[src/rtl/arm_multicycle_ctrl.sv]
// arm_multicycle_ctrl
// Main control FSM for the multicycle ARMv4 datapath. Each instruction is
// walked through fetch, decode, execute, memory and writeback. The FSM emits
// the datapath mux selects and the raw write requests. The conditional
// execution stage gates those requests with the flags downstream.
// A retired-instruction counter is kept for debug.
//
// Optional feature macro: MEM_WAIT_EN
//   When defined, a mem_ready input is added after Funct.
//   FETCH, MEMREAD and MEMWRITE hold until mem_ready=1.
//   IRWrite, NextPC and MemW are only asserted on the ready cycle.
//
// Ports:
//   clk, rst          clock, synchronous active-high reset
//   Op[1:0]           instr[27:26]
//   Funct[5:0]        instr[25:20] (I, cmd[3:0], S/L)
//   mem_ready         memory handshake (MEM_WAIT_EN only)
//   IRWrite, AdrSrc, ALUSrcA, ALUSrcB, ALUOp, ResultSrc   datapath controls
//   NextPC, RegW, MemW, Branch                            raw write requests
//   undef             sticky undefined-instruction flag
//   instr_count       retired-instruction count (CNT_W bits, wraps)
//   state             current state encoding (STATE_W bits)

module arm_multicycle_ctrl #(
  parameter int CNT_W   = 32,
  parameter int STATE_W = 4
) (
  input  logic               clk,
  input  logic               rst,
  input  logic [1:0]         Op,
  input  logic [5:0]         Funct,
`ifdef MEM_WAIT_EN
  input  logic               mem_ready,
`endif
  output logic               IRWrite,
  output logic               AdrSrc,
  output logic               ALUSrcA,
  output logic [1:0]         ALUSrcB,
  output logic               ALUOp,
  output logic [1:0]         ResultSrc,
  output logic               NextPC,
  output logic               RegW,
  output logic               MemW,
  output logic               Branch,
  output logic               undef,
  output logic [CNT_W-1:0]   instr_count,
  output logic [STATE_W-1:0] state
);

  typedef enum logic [3:0] {
    FETCH    = 4'd0,
    DECODE   = 4'd1,
    MEMADR   = 4'd2,
    MEMREAD  = 4'd3,
    MEMWB    = 4'd4,
    MEMWRITE = 4'd5,
    EXECUTER = 4'd6,
    EXECUTEI = 4'd7,
    ALUWB    = 4'd8,
    BRANCH   = 4'd9,
    UNKNOWN  = 4'd10
  } state_t;

  typedef struct packed {
    logic       irwrite;
    logic       adrsrc;
    logic       alusrca;
    logic [1:0] alusrcb;
    logic       aluop;
    logic [1:0] resultsrc;
    logic       nextpc;
    logic       regw;
    logic       memw;
    logic       branch;
  } ctrl_t;

  state_t     cur;
  state_t     nxt;
  ctrl_t      ctrl_q;
  logic       undef_q;
  logic [CNT_W-1:0] cnt;
  logic       ready;
  logic       retire;

`ifdef MEM_WAIT_EN
  assign ready = mem_ready;
`else
  assign ready = 1'b1;
`endif

  // Moore control decode for a given state.
  // Compare-type ops (TST/TEQ/CMP/CMN, cmd 10xx) only update flags.
  // For those ops, ALUWB suppresses the register write.
  function automatic ctrl_t decode(input state_t s, input logic [5:0] f);
    ctrl_t c;
    c = '0;
    case (s)
      FETCH: begin
        c.irwrite   = 1'b1;
        c.nextpc    = 1'b1;
        c.alusrca   = 1'b1;
        c.alusrcb   = 2'b10;
        c.resultsrc = 2'b10;
      end
      DECODE: begin
        c.alusrca   = 1'b1;
        c.alusrcb   = 2'b10;
        c.resultsrc = 2'b10;
      end
      MEMADR:   c.alusrcb = 2'b01;
      MEMREAD:  c.adrsrc  = 1'b1;
      MEMWB: begin
        c.resultsrc = 2'b01;
        c.regw      = 1'b1;
      end
      MEMWRITE: begin
        c.adrsrc = 1'b1;
        c.memw   = 1'b1;
      end
      EXECUTER: c.aluop = 1'b1;
      EXECUTEI: begin
        c.alusrcb = 2'b01;
        c.aluop   = 1'b1;
      end
      ALUWB:    c.regw = (f[4:3] != 2'b10);
      BRANCH: begin
        c.alusrcb   = 2'b01;
        c.resultsrc = 2'b10;
        c.branch    = 1'b1;
      end
      default:  c = '0;
    endcase
    return c;
  endfunction

  // Next-state selection. Memory-facing states stall while memory is not ready.
  always_comb begin
    nxt = cur;
    case (cur)
      FETCH:    nxt = DECODE;
      DECODE: begin
        case (Op)
          2'b00:   nxt = Funct[5] ? EXECUTEI : EXECUTER;
          2'b01:   nxt = MEMADR;
          2'b10:   nxt = BRANCH;
          default: nxt = UNKNOWN;
        endcase
      end
      MEMADR:   nxt = Funct[0] ? MEMREAD : MEMWRITE;
      MEMREAD:  nxt = MEMWB;
      MEMWB:    nxt = FETCH;
      MEMWRITE: nxt = FETCH;
      EXECUTER: nxt = ALUWB;
      EXECUTEI: nxt = ALUWB;
      ALUWB:    nxt = FETCH;
      BRANCH:   nxt = FETCH;
      UNKNOWN:  nxt = UNKNOWN;
      default:  nxt = UNKNOWN;
    endcase
    if (!ready && (cur == FETCH || cur == MEMREAD || cur == MEMWRITE))
      nxt = cur;
  end

  // An instruction retires on the clock that leaves its final state.
  assign retire = (cur == MEMWB) || (cur == ALUWB) || (cur == BRANCH) ||
                  ((cur == MEMWRITE) && ready);

  // State, registered controls, sticky undef flag and retire counter.
  // Controls are decoded from the next state, so they line up with it.
  always_ff @(posedge clk) begin
    if (rst) begin
      cur     <= FETCH;
      ctrl_q  <= decode(FETCH, Funct);
      undef_q <= 1'b0;
      cnt     <= '0;
    end else begin
      cur    <= nxt;
      ctrl_q <= decode(nxt, Funct);
      if (nxt == UNKNOWN)
        undef_q <= 1'b1;
      if (retire)
        cnt <= cnt + CNT_W'(1);
    end
  end

  // Reset overrides every output.
  // One-shot requests are qualified by ready, so a stalled cycle never repeats them.
  assign IRWrite     = ~rst & ctrl_q.irwrite & ready;
  assign NextPC      = ~rst & ctrl_q.nextpc & ready;
  assign MemW        = ~rst & ctrl_q.memw & ready;
  assign AdrSrc      = ~rst & ctrl_q.adrsrc;
  assign ALUSrcA     = ~rst & ctrl_q.alusrca;
  assign ALUSrcB     = rst ? 2'b00 : ctrl_q.alusrcb;
  assign ALUOp       = ~rst & ctrl_q.aluop;
  assign ResultSrc   = rst ? 2'b00 : ctrl_q.resultsrc;
  assign RegW        = ~rst & ctrl_q.regw;
  assign Branch      = ~rst & ctrl_q.branch;
  assign undef       = ~rst & undef_q;
  assign instr_count = rst ? '0 : cnt;
  assign state       = rst ? '0 : STATE_W'(cur);

endmodule
[config.mk]
export PLATFORM = sky130hd
export DESIGN_NAME = arm_multicycle_ctrl
export DESIGN_NICKNAME = d
export VERILOG_FILES = /design/src/rtl/arm_multicycle_ctrl.sv
export SDC_FILE = /design/constraint.sdc
export NUM_CORES = 1
export LEC_CHECK = 0
export BUFFER_PORTS_ARGS = -buffer_cell sky130_fd_sc_hd__buf_2
export CAP_MARGIN = 30
export CORE_UTILIZATION = 53
export DETAILED_ROUTE_END_ITERATION = 8
export PLACE_DENSITY = 0.79
export SYNTH_ARGS = -nofsm -noshare
export SYNTH_HDL_FRONTEND = slang
export SYNTH_SLANG_ARGS = --single-unit
[constraint.sdc]
create_clock -name clk -period 2.8 [get_ports clk]
set_input_delay 0 -clock clk [delete_from_list [all_inputs] [get_ports clk]]
set_output_delay 0 -clock clk [all_outputs]
set_load 0.005 [all_outputs]
# After elaboration in Yosys (flattened, before gate mapping)
# Index checks and enable logic that the tools add are counted.
word_totals:
  ff_bits: 48
  wordCells: 74
  out_inout_bits: 49
op_classes:
  addsub: 1
  eq_ne: 22
  n_reduce_logical: 13
  muxes: 17
  bitwise: 9
op_table:
  columns: ["op", "n"]
  rows:
  - ["32-bit by 1-bit adder with 32-bit output (second input constant)", 1]
  - ["4-bit by 3-bit == test with 1-bit output (second input constant)", 8]
  - ["32-bit two-way mux", 1]
  - ["4-bit one-hot mux with 6 select lines", 1]
  - ["4-bit == test (second input constant)", 5]
  - ["4-bit by 2-bit == test with 1-bit output (second input constant)", 4]
  - ["4-bit one-hot mux with 3 select lines", 1]
  - ["1-bit AND", 8]
  - ["4-bit by 1-bit == test with 1-bit output (second input constant)", 2]
  - ["4-bit zero test", 2]
  - ["2-bit one-hot mux with 2 select lines", 2]
  - ["2-bit OR reduction", 4]
  - ["1-bit two-way mux", 7]
  - ["3-bit OR reduction", 2]
  - ["2-bit two-way mux", 2]
  - ["4-bit two-way mux", 1]
  - ["4-bit OR reduction", 1]
  - ["1-bit logical OR", 3]
  - ["3-bit two-way mux", 1]
  - ["2-bit by 1-bit == test with 1-bit output (second input constant)", 1]
  - ["2-bit == test (second input constant)", 1]
  - ["2-bit zero test", 1]
  - ["2-bit != test (second input constant)", 1]
  - ["1-bit one-hot mux with 2 select lines", 1]
  - ["1-bit NOT", 1]

# Longest topological paths before layout
# Gate-level depths: netlist (run 1).
logic_depth:
  ltp_word: 6
  ltp_mapped: 7
  ltp_nobuf: 5

# Worst setup path before layout (run 1)
# OpenSTA, ideal clock, no wires.
synth_path:
  kind: "flip-flop to flip-flop"
  start: "reg cnt[0]"
  end: "reg cnt[24]"
  arrival_time_ps: 1883
  required_ps: 2679
  stages_incl_launch_ff: 8
  path_slack_ps: 796
  setup_time_ps: 121
  path_buffers: 2
  period_less_slack_ps: 2004
  path_cell_list: "dfxtp_1 > ha_1 > nand4b_1 > or4_1 > clkbuf_1 > clkbuf_1 > nor3_1 > mux2_2"
synth_via:
  elab_chain_len: 1
synth_lines:
  columns: ["item", "line", "source"]
  rows:
  - ["start: declaration", "81", "logic [CNT_W-1:0] cnt;"]
  - ["start signal: assignment", "182", "cnt <= cnt + CNT_W'(1);"]
  - ["32-bit by 1-bit adder with 32-bit output", "182", null]
# Every way passes these cells.
# A chain may end at the register's enable or synchronous reset.

# Final worst setup path (run 1)
layout_path:
  start: "reg cnt[0]"
  end: "reg cnt[28]"
# Same word-level chain as after synthesis.

==> qor.csv, run 1 <==
metric,value,unit
status,"complete, no violations",
CP arrival,2.43,ns
sequential share of power,51.1,%
post-synth top area share,39.4,%
global route overflow,0,
Mapped Cells,296,
Area Growth Syn to Fin,16.9,%
crit start category,flop,
share of layout cells above drive strength 1,25.8,%
slew margin rel.,52.8,%
post-CTS sizing,0,
Clk pwr share,37.9,%
crit path cell chain,"ha_1, nand4b_1, or4_1, nor4_1, mux2_2",
"Cell Area, Synth",2440,um^2
"Hold Violations, Final",0,
max frequency,446,MHz
Post-CTS Setup Bufs,0,
R2R Path End,cnt[28],
initial DRC count,123,
DRC Markers,0,
switching power,0.315,mW
RePlAce Congestion,0.840,
Min-Delay Path Depth,4,
Hold/Removal Path Class,in2reg,
Core ar.,4380,um^2
Crit Path Max Fanout,14,
worst endpoint required time,2.99,ns
drt total wl,4.56,mm
Cell Pwr Density,491,nW/um^2
DRT Pass-1 Iters,4,
"Primary FF master, synth",dfxtp_1,
critical path's slowest cell,or4_1,
first-pass GRT wire length,7.80,mm
CTS H-tree depth,2,
Syn Nets,307,
Cell variety after synth,40,
Tmin final,2.24,ns
Hold Startpoint,Funct[0],
"count leader, synth",dfxtp_1,
I/O pin count,59,
routed len/inst,11.5,um
Longest Clk Path Bufs,2,
starting density of the core,55.7,%
CP top delay family,simple AND/OR/NAND/NOR gates,
TritonCTS clock tree,built,
Root Driver,clkbuf_8,
# setup viols final,0,
port buffer count,56,
maximum VDD drop,0.000303,V
Chip Height,69.9,um
nets@finish,355,
total power,1.40,mW
sequential area share after synthesis,39.4,%
Worst Tran Pin Value,0.708,ns
RR Startpoint,cnt[0],
largest net degree at the start of global routing,50,
leading post-synthesis cells by cell area,"dfxtp_1 (39%), nor2b_1 (11%), mux2_2 (7.4%)",
"Async S/R FF share, synth",0,%
row count,24,
combinational power share,11.0,%
"EDFF count, synth",0,
Final Skew,0.00591,ns
synth cell count leaders,"dfxtp_1 (48), nor2b_1 (43), nor2_1 (40), mux2_2 (16), nor3_1 (16)",
static leakage,1.21,nW
ANT nets after route,0,
final slew viol count,0,
cell depth of the worst flop-to-flop path,5,
n_diodes,0,
antenna violations before repair,0,
die area,4880,um^2
crit path buf inv count,0,
FF-to-FF setup slack,0.56,ns
HPWL Detailed,3.21,mm
Setup TNS,0,ns
Post-Syn Area per Cell,8.24,um^2
# clock sinks,48,
clk_lat worst skew,0.29,ns
CP Capture Type,flop,
overall routing resource usage,19.4,%
via count,2118,
Via density,5.34,
YS warnings,0,
RSZ-0062 raised after global routing,no,
TritonCTS buffer count,5,
vias in the first global route,1809,
Synth area leader,dfxtp_1,
cell-internal power,1.09,mW
hold buffers post-CTS,0,
Sw Share,22.5,%
"Reg clk slew, reported paths",0.08,ns
critical path class,reg2reg,
# Max-Cap Violations,0,
Hold EP,ctrl_q[10],
Die Wd,69.9,um
Crit path largest cell delay,0.69,ns
Synth Register Bits,48,
period utilization,80.1,%
[worst max path at each step]
stage | startpoint | end | slack (ns) | depth (start not counted)
final | cnt[0] | cnt[28] | 0.56 | 5
after global routing | cnt[0] | cnt[24] | 0.38 | 5
after CTS | cnt[0] | cnt[28] | 0.56 | 5
after detailed placement | cur[2] | cnt[28] | 0.58 | 5
after global placement | cur[2] | cnt[28] | 0.60 | 5
after floorplan | cnt[0] | cnt[24] | 0.80 | 7
[cell families after synthesis]
family	Yosys count	share of synthesized area [%]
xor+xnor	7	2.51
buf+inv	29	5.54
simple gates	158	34.7
mux	18	8.26
flops	48	39.4
compound gates	34	8.67
fa+ha+maj	2	0.923
[cell type report]
class                      instances  area, um^2
fill                             404        1530
multi-input combinational        219        1340
sequential                        48         961
timing repair buffer              59         315
clock buffer                       7        96.3
tap                               52        65.1
inverter                          11        41.3
clock inverter                     1        30.0
[cells in the final DEF, fill, tap and decap left out, drive strengths merged, types with 4 or more instances in the layout]
cell type / instances
xnor2: 7
nor3: 16
nand4: 4
nor2b: 43
nand2: 15
a21oi: 11
nor2: 40
mux2: 17
or2: 4
nand3: 8
inv: 11
buf: 59
clkbuf: 7
dfxtp: 48
o21bai: 4
o21ai: 9
or3: 9
[tightest hold or removal path: stages]
cell and delay [ns]:
buf_2 0.09, nand2b_1 0.07, nand3_1 0.08, a21oi_1 0.06
[power by group through the flow]
stage | Sequential (mW) | Clock [mW] | Combinational (mW)
6_report | 0.716 | 0.531 | 0.154
5_1_grt | 0.720 | 0.579 | 0.172
4_1_cts | 0.716 | 0.548 | 0.155
3_5_place_dp | 0.733 | 0 | 0.153
3_3_place_gp | 0.733 | 0 | 0.152
2_1_floorplan | 0.731 | 0 | 0.114
[routing by layer]
metal  part of all wire (%)  GRT usage [%]  up-vias  routed length (um)
li1                       -              -     1100                   -
met1                     47           24.5      952                2160
met2                     46           32.2       59                2100
met3                    5.5           5.19        7                 250
met4                    1.2           6.00        0                  54
met5                      0              0        -                   0
[state kept, by name (all words and copies together), names as in the netlist]
name     flops
cnt         32
cur          4
undef_q      1
ctrl_q      11
[through the flow]
| stage | instance area [um^2] | hold WS (ns) | setup slack, ns | std cells | util (%) |
|---|---|---|---|---|---|
| 6_report | 2850 | 0.0507 | 0.558 | 397 | 65.1 |
| 5_1_grt | 2850 | 0.0690 | 0.377 | 397 | 65.1 |
| 3_5_place_dp | 2730 | 0.360 | 0.576 | 389 | 62.2 |
| 4_1_cts | 2850 | 0.0445 | 0.560 | 397 | 65.1 |
| 3_3_place_gp | 2730 | 0.357 | 0.595 | 389 | 62.2 |
| 2_1_floorplan | 2440 | 0.232 | 0.796 | 296 | - |
No activity file was read; power rests on OpenSTA's default activity.
==> run 2: changes to the inputs <==
Settings changed: ABC_AREA set to 1, CORE_UTILIZATION 53 to 54.
Clock period 2.8 ns to 2.3 ns, I/O delays scaled along.
==> run 2 against run 1 <==
Utilization is 0.41 points higher. First-iteration DRC count increased by 47%. Flip-flop and latch count is the same. Maximum frequency increased by 30%. Synthesized cell count rose by 48%. Critical path type unchanged. Critical endpoint is now cnt[14]. Largest power group unchanged.
==> qor.csv, run 2 <==
metric,value,unit,change
Cell variety after synth,29,,-28%
RR Startpoint,cnt[0],,
n_diodes,0,,unchanged
crit start category,flop,,
Longest Clk Path Bufs,2,,unchanged
biggest regs,"cnt (32), ctrl_q (11), cur (4)",,
Mapped Cells,437,,+48%
# clock sinks,48,,unchanged
FF-to-FF setup slack,0.58,ns,+0.02 ns
leading post-synthesis cells by cell area,"dfxtp_1 (36%), nor2_1 (16%), nand2_1 (11%)",,
Worst Tran Pin Value,0.585,ns,-0.123 ns
nets@finish,504,,+42%
"Primary FF master, synth",dfxtp_1,,
max frequency,580,MHz,+30%
RSZ-0062 raised after global routing,no,,
drt total wl,6.32,mm,+39%
CP arrival,1.92,ns,-0.51 ns
Largest register FFs,32,,unchanged
Syn Nets,448,,+46%
R2R Path End,cnt[14],,
row count,25,,+4.2%
"Core Util, Final",65.5,%,+0.41 points
Die Wd,72.3,um,+3.5%
Synth area leader,dfxtp_1,,
Crit Path Max Fanout,5,,-9
Final Non-Filler Cells,561,,+41%
"Cell Area, Synth",2670,um^2,+9.4%
status,"complete, no violations",,
Tmin final,1.72,ns,-0.518 ns
critical path endpoint,cnt[14],,
TritonCTS buffer count,5,,unchanged
critical path class,reg2reg,,
Post-Syn Area per Cell,6.11,um^2,-26%
largest net degree at the start of global routing,64,,+28%
cell depth of the worst flop-to-flop path,8,,+3
YS warnings,0,,unchanged
sequential area share after synthesis,36.0,%,-3.4 points
Chip Height,72.3,um,+3.5%
FF/Latch Area,961,um^2,unchanged
DRT Pass-1 Iters,7,,+3
"most common cell after layout, fill and taps aside",nor2_1,,
Via density,5.04,,-5.5%
"count leader, synth",nor2_1,,
Post-CTS Setup Bufs,0,,unchanged
final slew viol count,0,,unchanged
static leakage,1.38,nW,+13%
multi-input logic area,1370,um^2,+2.0%
# Max-Cap Violations,0,,unchanged
global route overflow,0,,unchanged
final-layout fill cell count,472,,+17%
routed len/inst,11.3,um,-2.0%
hold buffers post-CTS,3,,+3
Setup crit start,cnt[0],,
first-pass GRT wire length,10.2,mm,+31%
post-synth top area share,36.0,%,-3.4 points
Final Skew,0.0122,ns,+0.00630 ns
"Async S/R FF share, synth",0,%,unchanged
hold slack final,0.00422,ns,-0.0465 ns
CTS H-tree depth,2,,unchanged
"EDFF count, synth",0,,unchanged
Largest Register,cnt,,
Finished Cell Area,3110,um^2,+9.1%
Setup TNS,0,ns,unchanged
dpl cell area,2990,um^2,+9.6%
period utilization,75.0,%,-5.1 points
share of layout cells above drive strength 1,18.0,%,-7.8 points
TritonCTS clock tree,built,,
# setup viols final,0,,unchanged
"Hold Violations, Final",0,,unchanged
Hold/Removal Path Class,in2reg,,
Synth Register Bits,48,,unchanged
"Reg clk slew, reported paths",0.09,ns,about the same
DRC Markers,0,,unchanged
die area,5230,um^2,+7.1%
starting density of the core,56.1,%,+0.48 points
CP Capture Type,flop,,
worst endpoint required time,2.49,ns,-0.50 ns
post-placement cell count,550,,+41%
maximum VDD drop,0.000392,V,+30%
initial DRC count,181,,+47%
vias in the first global route,2320,,+28%
slew margin rel.,61.0,%,+8.2 points
Root Driver,clkbuf_8,,
synth cell count leaders,"nor2_1 (115), nand2_1 (78), inv_1 (70), dfxtp_1 (48), nand3_1 (31)",,
clk_lat worst skew,0.31,ns,+0.02 ns
antenna violations before repair,0,,unchanged
I/O pin count,59,,unchanged
via count,2829,,+34%
RePlAce Congestion,0.898,,+6.9%
ANT nets after route,0,,unchanged
overall routing resource usage,24.8,%,+5.4 points
post-CTS sizing,0,,unchanged
port buffer count,56,,unchanged
Cell Pwr Density,523,nW/um^2,+6.4%
HPWL Detailed,4.61,mm,+44%
Core ar.,4750,um^2,+8.4%
"commonest non-fill, non-tap cells in the layout","nor2_1 (115), nand2_1 (78), inv_1 (70), buf_2 (56), dfxtp_1 (48)",,
Area Growth Syn to Fin,16.6,%,
[run 2: worst max-delay path, stage by stage (launching register included)]
cell	delay [ns]
dfxtp_1	0.40
ha_1	0.20
nand3_1	0.19
inv_2	0.14
nand2_1	0.08
nor2_2	0.19
nand3_1	0.12
o21ai_0	0.23
nor2_1	0.06
[run 2: cell families after synthesis]
logic type	after synthesis	share of synthesized area [%]
compound gates	40	7.74
xor+xnor	2	0.656
fa+ha+maj	1	0.469
buf+inv	86	12.6
flops	48	36.0
simple gates	260	42.5
[run 2: final cells by class]
class,instances,area share (%)
timing repair buffer,61,10.5
clock inverter,1,0.241
inverter,74,8.92
tap,67,2.69
sequential,48,30.9
clock buffer,7,2.77
multi-input combinational,303,44.1
[run 2: worst min path at each step]
stage | startpoint | end | slack, ns | cells after the start
floorplan | Funct[0] | ctrl_q[1] | 0.08 | 1
global placement | Funct[0] | ctrl_q[1] | 0.20 | 2
detailed placement | Funct[0] | ctrl_q[1] | 0.21 | 2
CTS | Funct[3] | ctrl_q[2] | 0.002 | 3
global route | Funct[3] | ctrl_q[2] | 0.03 | 3
finish | Funct[3] | ctrl_q[2] | 0.004 | 3
[run 2: power breakdown]
| part | leakage (nW) | switching (mW) | internal, mW | total, mW |
|---|---|---|---|---|
| sequential | 0.389 | 0.0185 | 0.864 | 0.882 |
| combinational | 0.942 | 0.144 | 0.0727 | 0.217 |
| clock | 0.0445 | 0.284 | 0.245 | 0.528 |
[run 2: per-stage QoR]
stage | worst slack (ns) | power, mW
3_5_place_dp | 0.702 | 1.11
4_1_cts | 0.637 | 1.64
2_1_floorplan | 0.952 | 1.06
6_report | 0.576 | 1.63
5_1_grt | 0.488 | 1.71
3_3_place_gp | 0.761 | 1.11
[run 2: routing by layer]
metal | part of all wire [%] | track usage, %
met5 | 0 | 0
met1 | 44 | 31.9
met2 | 48 | 41.4
met4 | 2.1 | 10.0
met3 | 6.0 | 4.03
==> run 3: changes to the inputs <==
Settings changed: CORE_UTILIZATION 54 to 49, PLACE_DENSITY 0.79 to 0.76.
Clock period 2.3 ns to 1.49 ns, I/O delays scaled along.
==> run 3 against run 2 <==
The run now ends with negative hold slack left. Clock skew fell by 0.0016 ns. Non-clock buffer count rose by 15. Combinational power rose by 75%. Critical path type unchanged. Largest power group unchanged. Highest routed layer unchanged.
==> qor.csv, run 3 (synthesis gave the netlist of run 2 again) <==
metric,value,unit,change
Hold/Removal Path Class,in2reg,,
Chip Height,75.8,um,+4.8%
TritonCTS buffer count,5,,unchanged
Via density,4.86,,-3.7%
"Hold Violations, Final",1,,+1
RSZ-0062 raised after global routing,yes,,
Crit Path Max Fanout,5,,unchanged
# Max-Cap Violations,0,,unchanged
DRT Pass-1 Iters,4,,-3
Root Driver,clkbuf_8,,
final-layout fill cell count,491,,+4.0%
Area Growth Syn to Fin,24.5,%,
nets@finish,519,,+3.0%
Finished Cell Area,3320,um^2,+6.8%
Worst Tran Pin Value,0.293,ns,-0.291 ns
# setup viols final,0,,unchanged
max frequency,699,MHz,+21%
period utilization,96.0,%,+21 points
crit path buf inv count,1,,unchanged
critical path class,reg2reg,,
drt total wl,6.35,mm,+0.49%
ANT nets after route,0,,unchanged
"Reg clk slew, reported paths",0.09,ns,about the same
RePlAce Congestion,0.875,,-2.5%
port buffer count,56,,unchanged
# clock sinks,48,,unchanged
Die Wd,75.8,um,+4.8%
Crit path largest cell delay,0.38,ns,-0.02 ns
static leakage,1.46,nW,+5.9%
n_diodes,0,,unchanged
hold slack final,-0.00199,ns,-0.00620 ns
"commonest non-fill, non-tap cells in the layout","nor2_1 (108), nand2_1 (76), inv_1 (70), buf_2 (56), dfxtp_1 (42)",,
worst endpoint required time,1.69,ns,-0.80 ns
initial DRC count,128,,-29%
row count,26,,+4.0%
Largest register FFs,32,,unchanged
first-pass GRT wire length,10.0,mm,-1.8%
GRT busiest layer,met2,,
DRC Markers,0,,unchanged
via count,2812,,-0.60%
Largest Register,cnt,,
starting density of the core,51.6,%,-4.5 points
crit start category,flop,,
clk_lat worst skew,0.31,ns,about the same
Cell Pwr Density,770,nW/um^2,+47%
"most common cell after layout, fill and taps aside",nor2_1,,
critical path's slowest cell,dfxtp_4,,
global route overflow,0,,unchanged
Final Skew,0.0107,ns,-0.00156 ns
die area,5750,um^2,+9.9%
dpl cell area,3080,um^2,+3.1%
grt met2 use,36.7,%,-4.8 points
final slew viol count,0,,unchanged
vias in the first global route,2299,,-0.91%
CP arrival,1.63,ns,-0.29 ns
Core ar.,5170,um^2,+8.8%
CP Capture Type,flop,,
largest net degree at the start of global routing,27,,-58%
slew margin rel.,80.4,%,+19 points
grt met3 use,3.84,%,-0.19 points
CTS H-tree depth,2,,unchanged
biggest regs,"cnt (32), ctrl_q (11), cur (4)",,
CP top delay family,simple AND/OR/NAND/NOR gates,,
TritonCTS clock tree,built,,
HPWL Detailed,4.77,mm,+3.5%
total power,2.56,mW,+57%
antenna violations before repair,0,,unchanged
routed len/inst,11.0,um,-2.6%
maximum VDD drop,0.000519,V,+32%
status,"finished, violations left",,
met1 GRT Util,30.9,%,-0.98 points
overall routing resource usage,23.0,%,-1.8 points
share of layout cells above drive strength 1,24.8,%,+6.7 points
I/O pin count,59,,unchanged
Tmin final,1.43,ns,-0.294 ns
failing checks,negative hold slack,,
crit path cell chain,"ha_2, nand3_2, inv_4, nand2_2, nor2_2, nand2_1, o21ai_1, a21oi_1",,
Longest Clk Path Bufs,2,,unchanged
[run 3: changes by cell type in the layout (fill, tap and decap cells not counted), sizes merged]
cell	before	now
dlygate4sd3	3	2
buf	58	74
[run 3: power by group]
group / switching (mW) / leakage (nW) / internal, mW
clock: 0.441 / 0.0445 / 0.378
sequential: 0.0256 / 0.392 / 1.34
combinational: 0.236 / 1.02 / 0.144
total: 0.703 / 1.46 / 1.86
[run 3: path summary, 6_finish.rpt]
path                  from        end  slack, ns  depth (start not counted)
setup / recovery    cnt[0]    cnt[22]       0.06                          8
hold / removal    Funct[3]  ctrl_q[2]     -0.002                          3
setup reg to reg    cnt[0]    cnt[22]       0.06                          8
hold reg to reg     cnt[0]     cnt[0]       0.46                          1
[run 3: final cells by class]
type / count / area [um^2] / area share, %
multi-input combinational: 303 / 1460 / 43.8
clock inverter: 1 / 7.51 / 0.226
inverter: 74 / 280 / 8.43
sequential: 48 / 971 / 29.2
clock buffer: 7 / 86.3 / 2.60
timing repair buffer: 76 / 435 / 13.1
tap: 70 / 87.6 / 2.64
[run 3: what timing repair did]
action                                  4_1_cts  5_1_grt
hold endpoints to repair                      2        0
endpoints found under the setup margin        3       28
gates resized for setup                       3       28
hold buffers                                  2        0
pin swaps                                     0        8
buffers inserted                              0        4
[run 3: worst register-to-register path, stage by stage (launching register included)]
cell,delay [ns]
dfxtp_4,0.38
ha_2,0.19
nand3_2,0.13
inv_4,0.11
nand2_2,0.08
nor2_2,0.14
nand2_1,0.10
o21ai_1,0.14
a21oi_1,0.05
[run 3: layer usage]
layer | up-vias | routed length [um]
met5 | - | 0
met4 | 0 | 139
met3 | 14 | 272
met2 | 68 | 2880
met1 | 1250 | 3060
li1 | 1480 | -
[run 3: metrics by stage]
stage,utilization [%],instances,setup TNS [ns],setup WS [ns]
4_1_cts,62.0,575,0,0.0228
6_report,64.2,579,0,0.0595
3_5_place_dp,59.6,565,-0.0189,-0.0189
5_1_grt,64.2,579,-0.0497,-0.0221
3_3_place_gp,59.6,565,0,0.0458
2_1_floorplan,-,437,0,0.142
